`src/rtl/seq_mult.sv`:
```
// Sequential shift-add multiplier with start/busy/done handshake, signed or unsigned operands.
// Optional macro EARLY_TERM_EN stops iterating once the remaining multiplier bits are zero.
module seq_mult #(
    parameter int WIDTH = 8,
    parameter int CNT_W = $clog2(WIDTH) + 1
) (
    input  logic               CLK,
    input  logic               RESETN,
    input  logic               START,
    input  logic               SIGNED_MODE,
    input  logic [WIDTH-1:0]   MULTIPLICAND,
    input  logic [WIDTH-1:0]   MULTIPLIER,
    output logic               BUSY,
    output logic               DONE,
    output logic [2*WIDTH-1:0] PRODUCT,
    output logic [WIDTH-1:0]   OUT,
    output logic               OVF
);

    localparam int PW = 2 * WIDTH;
    localparam logic [CNT_W-1:0] LAST = CNT_W'(WIDTH - 1);

    typedef enum logic [1:0] {IDLE, CALC, FIX} state_t;

    state_t           state_q, state_d;
    logic [PW-1:0]    mcand_q, mcand_d;
    logic [WIDTH-1:0] mplier_q, mplier_d;
    logic [PW-1:0]    acc_q, acc_d;
    logic [CNT_W-1:0] cnt_q, cnt_d;
    logic             neg_q, neg_d;
    logic             sgn_q, sgn_d;
    logic [PW-1:0]    product_q, product_d;
    logic             ovf_q, ovf_d;
    logic             done_q, done_d;

    logic [WIDTH-1:0] mag_a, mag_b;
    logic [PW-1:0]    prod_fix;
    logic [WIDTH:0]   prod_hi;
    logic             ovf_fix;

    // -(-2^(W-1)) wraps back to 2^(W-1), which is the correct unsigned magnitude
    assign mag_a = (SIGNED_MODE && MULTIPLICAND[WIDTH-1]) ? -MULTIPLICAND : MULTIPLICAND;
    assign mag_b = (SIGNED_MODE && MULTIPLIER[WIDTH-1])   ? -MULTIPLIER   : MULTIPLIER;

    assign prod_fix = neg_q ? -acc_q : acc_q;
    assign prod_hi  = prod_fix[PW-1:WIDTH-1];
    assign ovf_fix  = sgn_q ? !((&prod_hi) || (~|prod_hi)) : (|prod_fix[PW-1:WIDTH]);

    always_comb begin
        state_d   = state_q;
        mcand_d   = mcand_q;
        mplier_d  = mplier_q;
        acc_d     = acc_q;
        cnt_d     = cnt_q;
        neg_d     = neg_q;
        sgn_d     = sgn_q;
        product_d = product_q;
        ovf_d     = ovf_q;
        done_d    = 1'b0;
        case (state_q)
            IDLE: begin
                if (START) begin
                    mcand_d  = {{WIDTH{1'b0}}, mag_a};
                    mplier_d = mag_b;
                    neg_d    = SIGNED_MODE & (MULTIPLICAND[WIDTH-1] ^ MULTIPLIER[WIDTH-1]);
                    sgn_d    = SIGNED_MODE;
                    acc_d    = '0;
                    cnt_d    = '0;
                    state_d  = CALC;
`ifdef EARLY_TERM_EN
                    if ((MULTIPLIER == '0) || (MULTIPLICAND == '0))
                        state_d = FIX;
`endif
                end
            end
            CALC: begin
                if (mplier_q[0])
                    acc_d = acc_q + mcand_q;
                mcand_d  = mcand_q << 1;
                mplier_d = mplier_q >> 1;
                cnt_d    = cnt_q + CNT_W'(1);
                if (cnt_q == LAST)
                    state_d = FIX;
`ifdef EARLY_TERM_EN
                if (mplier_q[WIDTH-1:1] == '0)
                    state_d = FIX;
`endif
            end
            FIX: begin
                product_d = prod_fix;
                ovf_d     = ovf_fix;
                done_d    = 1'b1;
                state_d   = IDLE;
            end
            default: state_d = IDLE;
        endcase
    end

    always_ff @(posedge CLK or negedge RESETN) begin
        if (!RESETN) begin
            state_q   <= IDLE;
            mcand_q   <= '0;
            mplier_q  <= '0;
            acc_q     <= '0;
            cnt_q     <= '0;
            neg_q     <= 1'b0;
            sgn_q     <= 1'b0;
            product_q <= '0;
            ovf_q     <= 1'b0;
            done_q    <= 1'b0;
        end else begin
            state_q   <= state_d;
            mcand_q   <= mcand_d;
            mplier_q  <= mplier_d;
            acc_q     <= acc_d;
            cnt_q     <= cnt_d;
            neg_q     <= neg_d;
            sgn_q     <= sgn_d;
            product_q <= product_d;
            ovf_q     <= ovf_d;
            done_q    <= done_d;
        end
    end

    assign BUSY    = (state_q == CALC) || (state_q == FIX);
    assign DONE    = done_q;
    assign PRODUCT = product_q;
    assign OUT     = product_q[WIDTH-1:0];
    assign OVF     = ovf_q;

endmodule

```
`config.mk`:
```
export PLATFORM = sky130hd
export DESIGN_NAME = seq_mult
export DESIGN_NICKNAME = d
export VERILOG_FILES = /design/src/rtl/seq_mult.sv
export SDC_FILE = /design/constraint.sdc
export NUM_CORES = 1
export LEC_CHECK = 0
export ABC_AREA = 0
export CAP_MARGIN = 0
export CORE_ASPECT_RATIO = 2
export CORE_MARGIN = 2
export CORE_UTILIZATION = 40
export DETAILED_ROUTE_END_ITERATION = 8
export PLACE_DENSITY = 0.61
export SLEW_MARGIN = 25
export SYNTH_ARGS = -nofsm -noshare
export SYNTH_HDL_FRONTEND = slang
export SYNTH_SLANG_ARGS = --single-unit
```
`constraint.sdc`:
```
create_clock -name CLK -period 6 [get_ports CLK]
set_input_delay 1.2 -clock CLK [delete_from_list [all_inputs] [get_ports CLK]]
set_output_delay 1.2 -clock CLK [all_outputs]
set_load 0.1 [all_outputs]
```
==> summary.md <==
| Metric | Value |
|---|---|
| Worst setup path category | `flip-flop to output port` |
| CTS Buffer Depth | `2` |
| Largest net degree at the start of global routing | `67` |
| Most numerous cell in the Yosys netlist | `dfrtp_1` |
| CP Max Fanout | `3` |
| Mux share of post-synthesis cell area | `2.36%` |
| Mean post-synth cell area | `9.09 sq um` |
| Placed Area | `4620 sq um` |
| 1st-iter DRT viols | `140` |
| Drt first pass iters | `6` |
| Critical Path RT | `4.80 ns` |
| Top Ports | `47` |
| Via count | `3,359` |
| Die width | `75.8 um` |
| Initial antenna violation count | `0` |
| Post-synthesis compound-gate area fraction | `23.1%` |
| Synth cell types | `55` |
| Port-buffer cells | `46` |
| Via/cell ratio | `5.36` |
| First-pass GRT wire length | `15,900 um` |
| Post-CTS Hold Buffers | `0` |
| Flops & latches, synth | `66` |
| Minimum clock period after layout | `3.37 ns` |
| Mapped Area | `4130 sq um` |
| Total CTS buffers | `9` |
| Cell taking the most area after synthesis | `dfrtp_1` |
| Worst Skew | `0.00423 ns` |
| Logic pwr share | `56.6%` |
| Share of layout cells above drive strength 1 | `7.52%` |
| DPL Wire Length | `7050 um` |
| Max Clk Rate | `296 MHz` |
| Setup slack after layout | `2.63 ns` |
| Diode count | `0` |
| Clk network pwr share | `17.5%` |
| Pwr Density | `617 nW/um^2` |
| FP Rows | `52` |
| Syn Nets | `497` |
| Clock slew seen by the registers of the worst setup and hold paths | `0.05 ns` |
| Top post-synthesis cells by area | `dfrtp_1 40%, ha_1 6.7%, a21oi_1 5.3%` |
| WP data arrival | `2.17 ns` |
| Final setup violation count | `0` |
| Nets | `531` |
| GRT overflow | `0` |
| Total track usage | `18.3%` |
| Post-Synthesis Cells | `454` |
| RSZ-0062 raised after global routing | `no` |
| Hold Path Class | `flip-flop to flip-flop` |
| Post-Synth Simple-Gate Area | `15.9%` |
| EDFF count, synth | `0` |
| Die outline area | `11,200 sq um` |
| Avg WL per Cell | `15.0 um` |
| Initial cell density of the core | `40.9%` |
| Final Wtd Congestion | `0.854` |
| Post-CTS Setup Bufs | `0` |
| Post_cts resized | `0` |
| # fillers | `999` |
| Seq/Total Area, Yosys | `40.0%` |
| Internal power | `1.49 mW` |
| Relative slew slack | `34.7%` |
| Critical Path Start Type | `flip-flop` |
| Final Hold Violating Endpoints | `0` |
| Part of the cycle the worst path needs | `56.2%` |
| Post-synthesis xor/xnor area fraction | `6.15%` |
| Adder-Cell Fraction of Synth Area | `7.15%` |
| Die Y | `148 um` |
| Slew @ Worst Pin | `0.976 ns` |
| Final WL | `9410 um` |
| Status | `finished, final reports clean` |
| Cell chosen for the clock root | `clkbuf_16` |
| DRC violation count after routing | `0` |
| CTS Sinks | `66` |
| Main combinational cell family by area after synthesis | `compound AO/OA/AOI/OAI gates` |
| Layout overhead on the synthesized area | `19.4%` |
| Main synth FF type | `dfrtp_1` |
| H-tree levels | `3` |
| Post-route setup TNS | `0 ns` |
| Leakage | `2.25 nW` |
| Critical Path Sink Type | `output port` |
| Max cap viols | `0` |
| CTS tree | `built` |
| Place WS | `2.59 ns` |
| Top cells by count, synth | `66 x dfrtp_1, 51 x nand2_1, 44 x a21oi_1` |
| Std-Cell Core Area | `10,100 sq um` |
| Slew Limit Fails | `0` |
| Synth top area share | `40.0%` |
| Net Sw Frac | `50.9%` |
| Synth Warn # | `0` |
| Detail Route Antenna Nets | `0` |
| Net Sw Power | `1.55 mW` |
| Peak VDD IR | `0.000364 V` |
| Final instance area | `4930 sq um` |
| Flop pwr share | `25.8%` |
| Post-synth ARST share | `100%` |
| Worst-Skew Late Latency | `0.32 ns` |
| Vias in the first global route | `3,355` |
## registers in the layout (all words and copies together), names as in the netlist
name / cells
cnt_q: 4
state_q: 2
DONE: 1
mcand_q: 16
mplier_q: 8
sgn_q: 1
neg_q: 1
acc_q: 16
OVF: 1
PRODUCT: 16
## routing by layer
metal / vias to the layer above / track usage, % / share of wire [%]
met5: - / 0 / 0
met4: 0 / 8.07 / 2.5
met3: 17 / 3.00 / 2.9
met2: 70 / 32.1 / 55
met1: 1581 / 21.0 / 39
li1: 1691 / - / -
## power by group through the flow
| stage | Sequential, mW | Clock (mW) | Combinational, mW |
|---|---|---|---|
| finish | 0.786 | 0.534 | 1.72 |
| global route | 0.818 | 0.562 | 1.87 |
| CTS | 0.788 | 0.544 | 1.74 |
| detailed placement | 0.794 | 0 | 1.73 |
| global placement | 0.787 | 0 | 1.71 |
| floorplan | 1.11 | 0 | 1.06 |
## per-stage QoR
step                      power (mW)  cells  hold WS, ns  util, %
after floorplan                 2.17    454        0.439        -
after global placement          2.49    612        0.466     45.8
after detailed placement        2.53    612        0.474     45.8
after CTS                       3.07    627        0.486     48.9
after global routing            3.25    627        0.531     48.9
final                           3.04    627        0.485     48.9
## final cells by class
class	count	area [sq um]	share of cell area, %
clock buffers	13	270	5.48
clock inverters	2	35.0	0.711
inverters	15	56.3	1.14
multi-input cells	346	2260	45.9
flip-flops and latches	66	1650	33.5
well taps	135	169	3.43
repair buffers	50	485	9.85
## worst paths after layout
| path | startpoint | end | slack, ns | depth (start not counted) |
|---|---|---|---|---|
| hold / removal | mplier_q[7] | mplier_q[7] | 0.48 | 2 |
| hold reg to reg | mplier_q[7] | mplier_q[7] | 0.48 | 2 |
| max in group asynchronous | RESETN | PRODUCT[6] | 4.39 | 2 |
| setup / recovery | state_q[0] | BUSY | 2.63 | 3 |
| setup reg to reg | acc_q[0] | acc_q[12] | 3.36 | 10 |
| min in group asynchronous | RESETN | mcand_q[12] | 1.07 | 2 |
## logic make-up (layout without fill, tap and decap cells)
kind of cell / count (synthesis) / count (layout)
flip-flops: 66 / 66
AO/OA/AOI/OAI: 148 / 148
multiplexers: 9 / 9
XOR/XNOR: 29 / 29
AND/OR/NAND/NOR: 137 / 137
adder cells (fa/ha/maj): 23 / 23
buffers and inverters: 42 / 80
## worst max-delay path: stages (launching register included)
cell and delay (ns):
dfrtp_1 0.37, inv_1 0.08, ha_1 0.28, clkdlybuf4s50_1 1.12
## placed cells by master, fill, tap and decap left out, types with 2 or more instances in the layout
| master | netlist | layout |
|---|---|---|
| clkdlybuf4s50_1 | 0 | 45 |
| nand4_1 | 3 | 3 |
| nor3b_1 | 3 | 3 |
| or4_4 | 2 | 2 |
| clkbuf_8 | 2 | 3 |
| nand2b_1 | 4 | 4 |
| or3_4 | 2 | 2 |
| nor3_1 | 10 | 10 |
| buf_4 | 8 | 4 |
| mux2_2 | 6 | 6 |
| mux2i_1 | 3 | 3 |
| a21oi_1 | 44 | 44 |
| or3_1 | 4 | 4 |
| nor2_1 | 34 | 34 |
| nor2b_1 | 3 | 3 |
| ha_1 | 22 | 22 |
| xnor2_1 | 15 | 15 |
| a21o_1 | 7 | 7 |
| inv_1 | 15 | 15 |
| a211oi_1 | 5 | 5 |
| o21a_1 | 8 | 8 |
| and3_1 | 4 | 4 |
| nand2_1 | 51 | 51 |
| a22o_1 | 11 | 11 |
| or3_2 | 2 | 2 |
| dfrtp_1 | 66 | 66 |
| o211a_1 | 3 | 3 |
| a32o_1 | 2 | 2 |
| o31ai_1 | 11 | 11 |
| o21ai_0 | 38 | 37 |
| clkbuf_16 | 0 | 9 |
| xor2_1 | 14 | 14 |
| a31oi_1 | 6 | 6 |
| nand3_1 | 9 | 9 |
(Power assumes the default switching activity.)
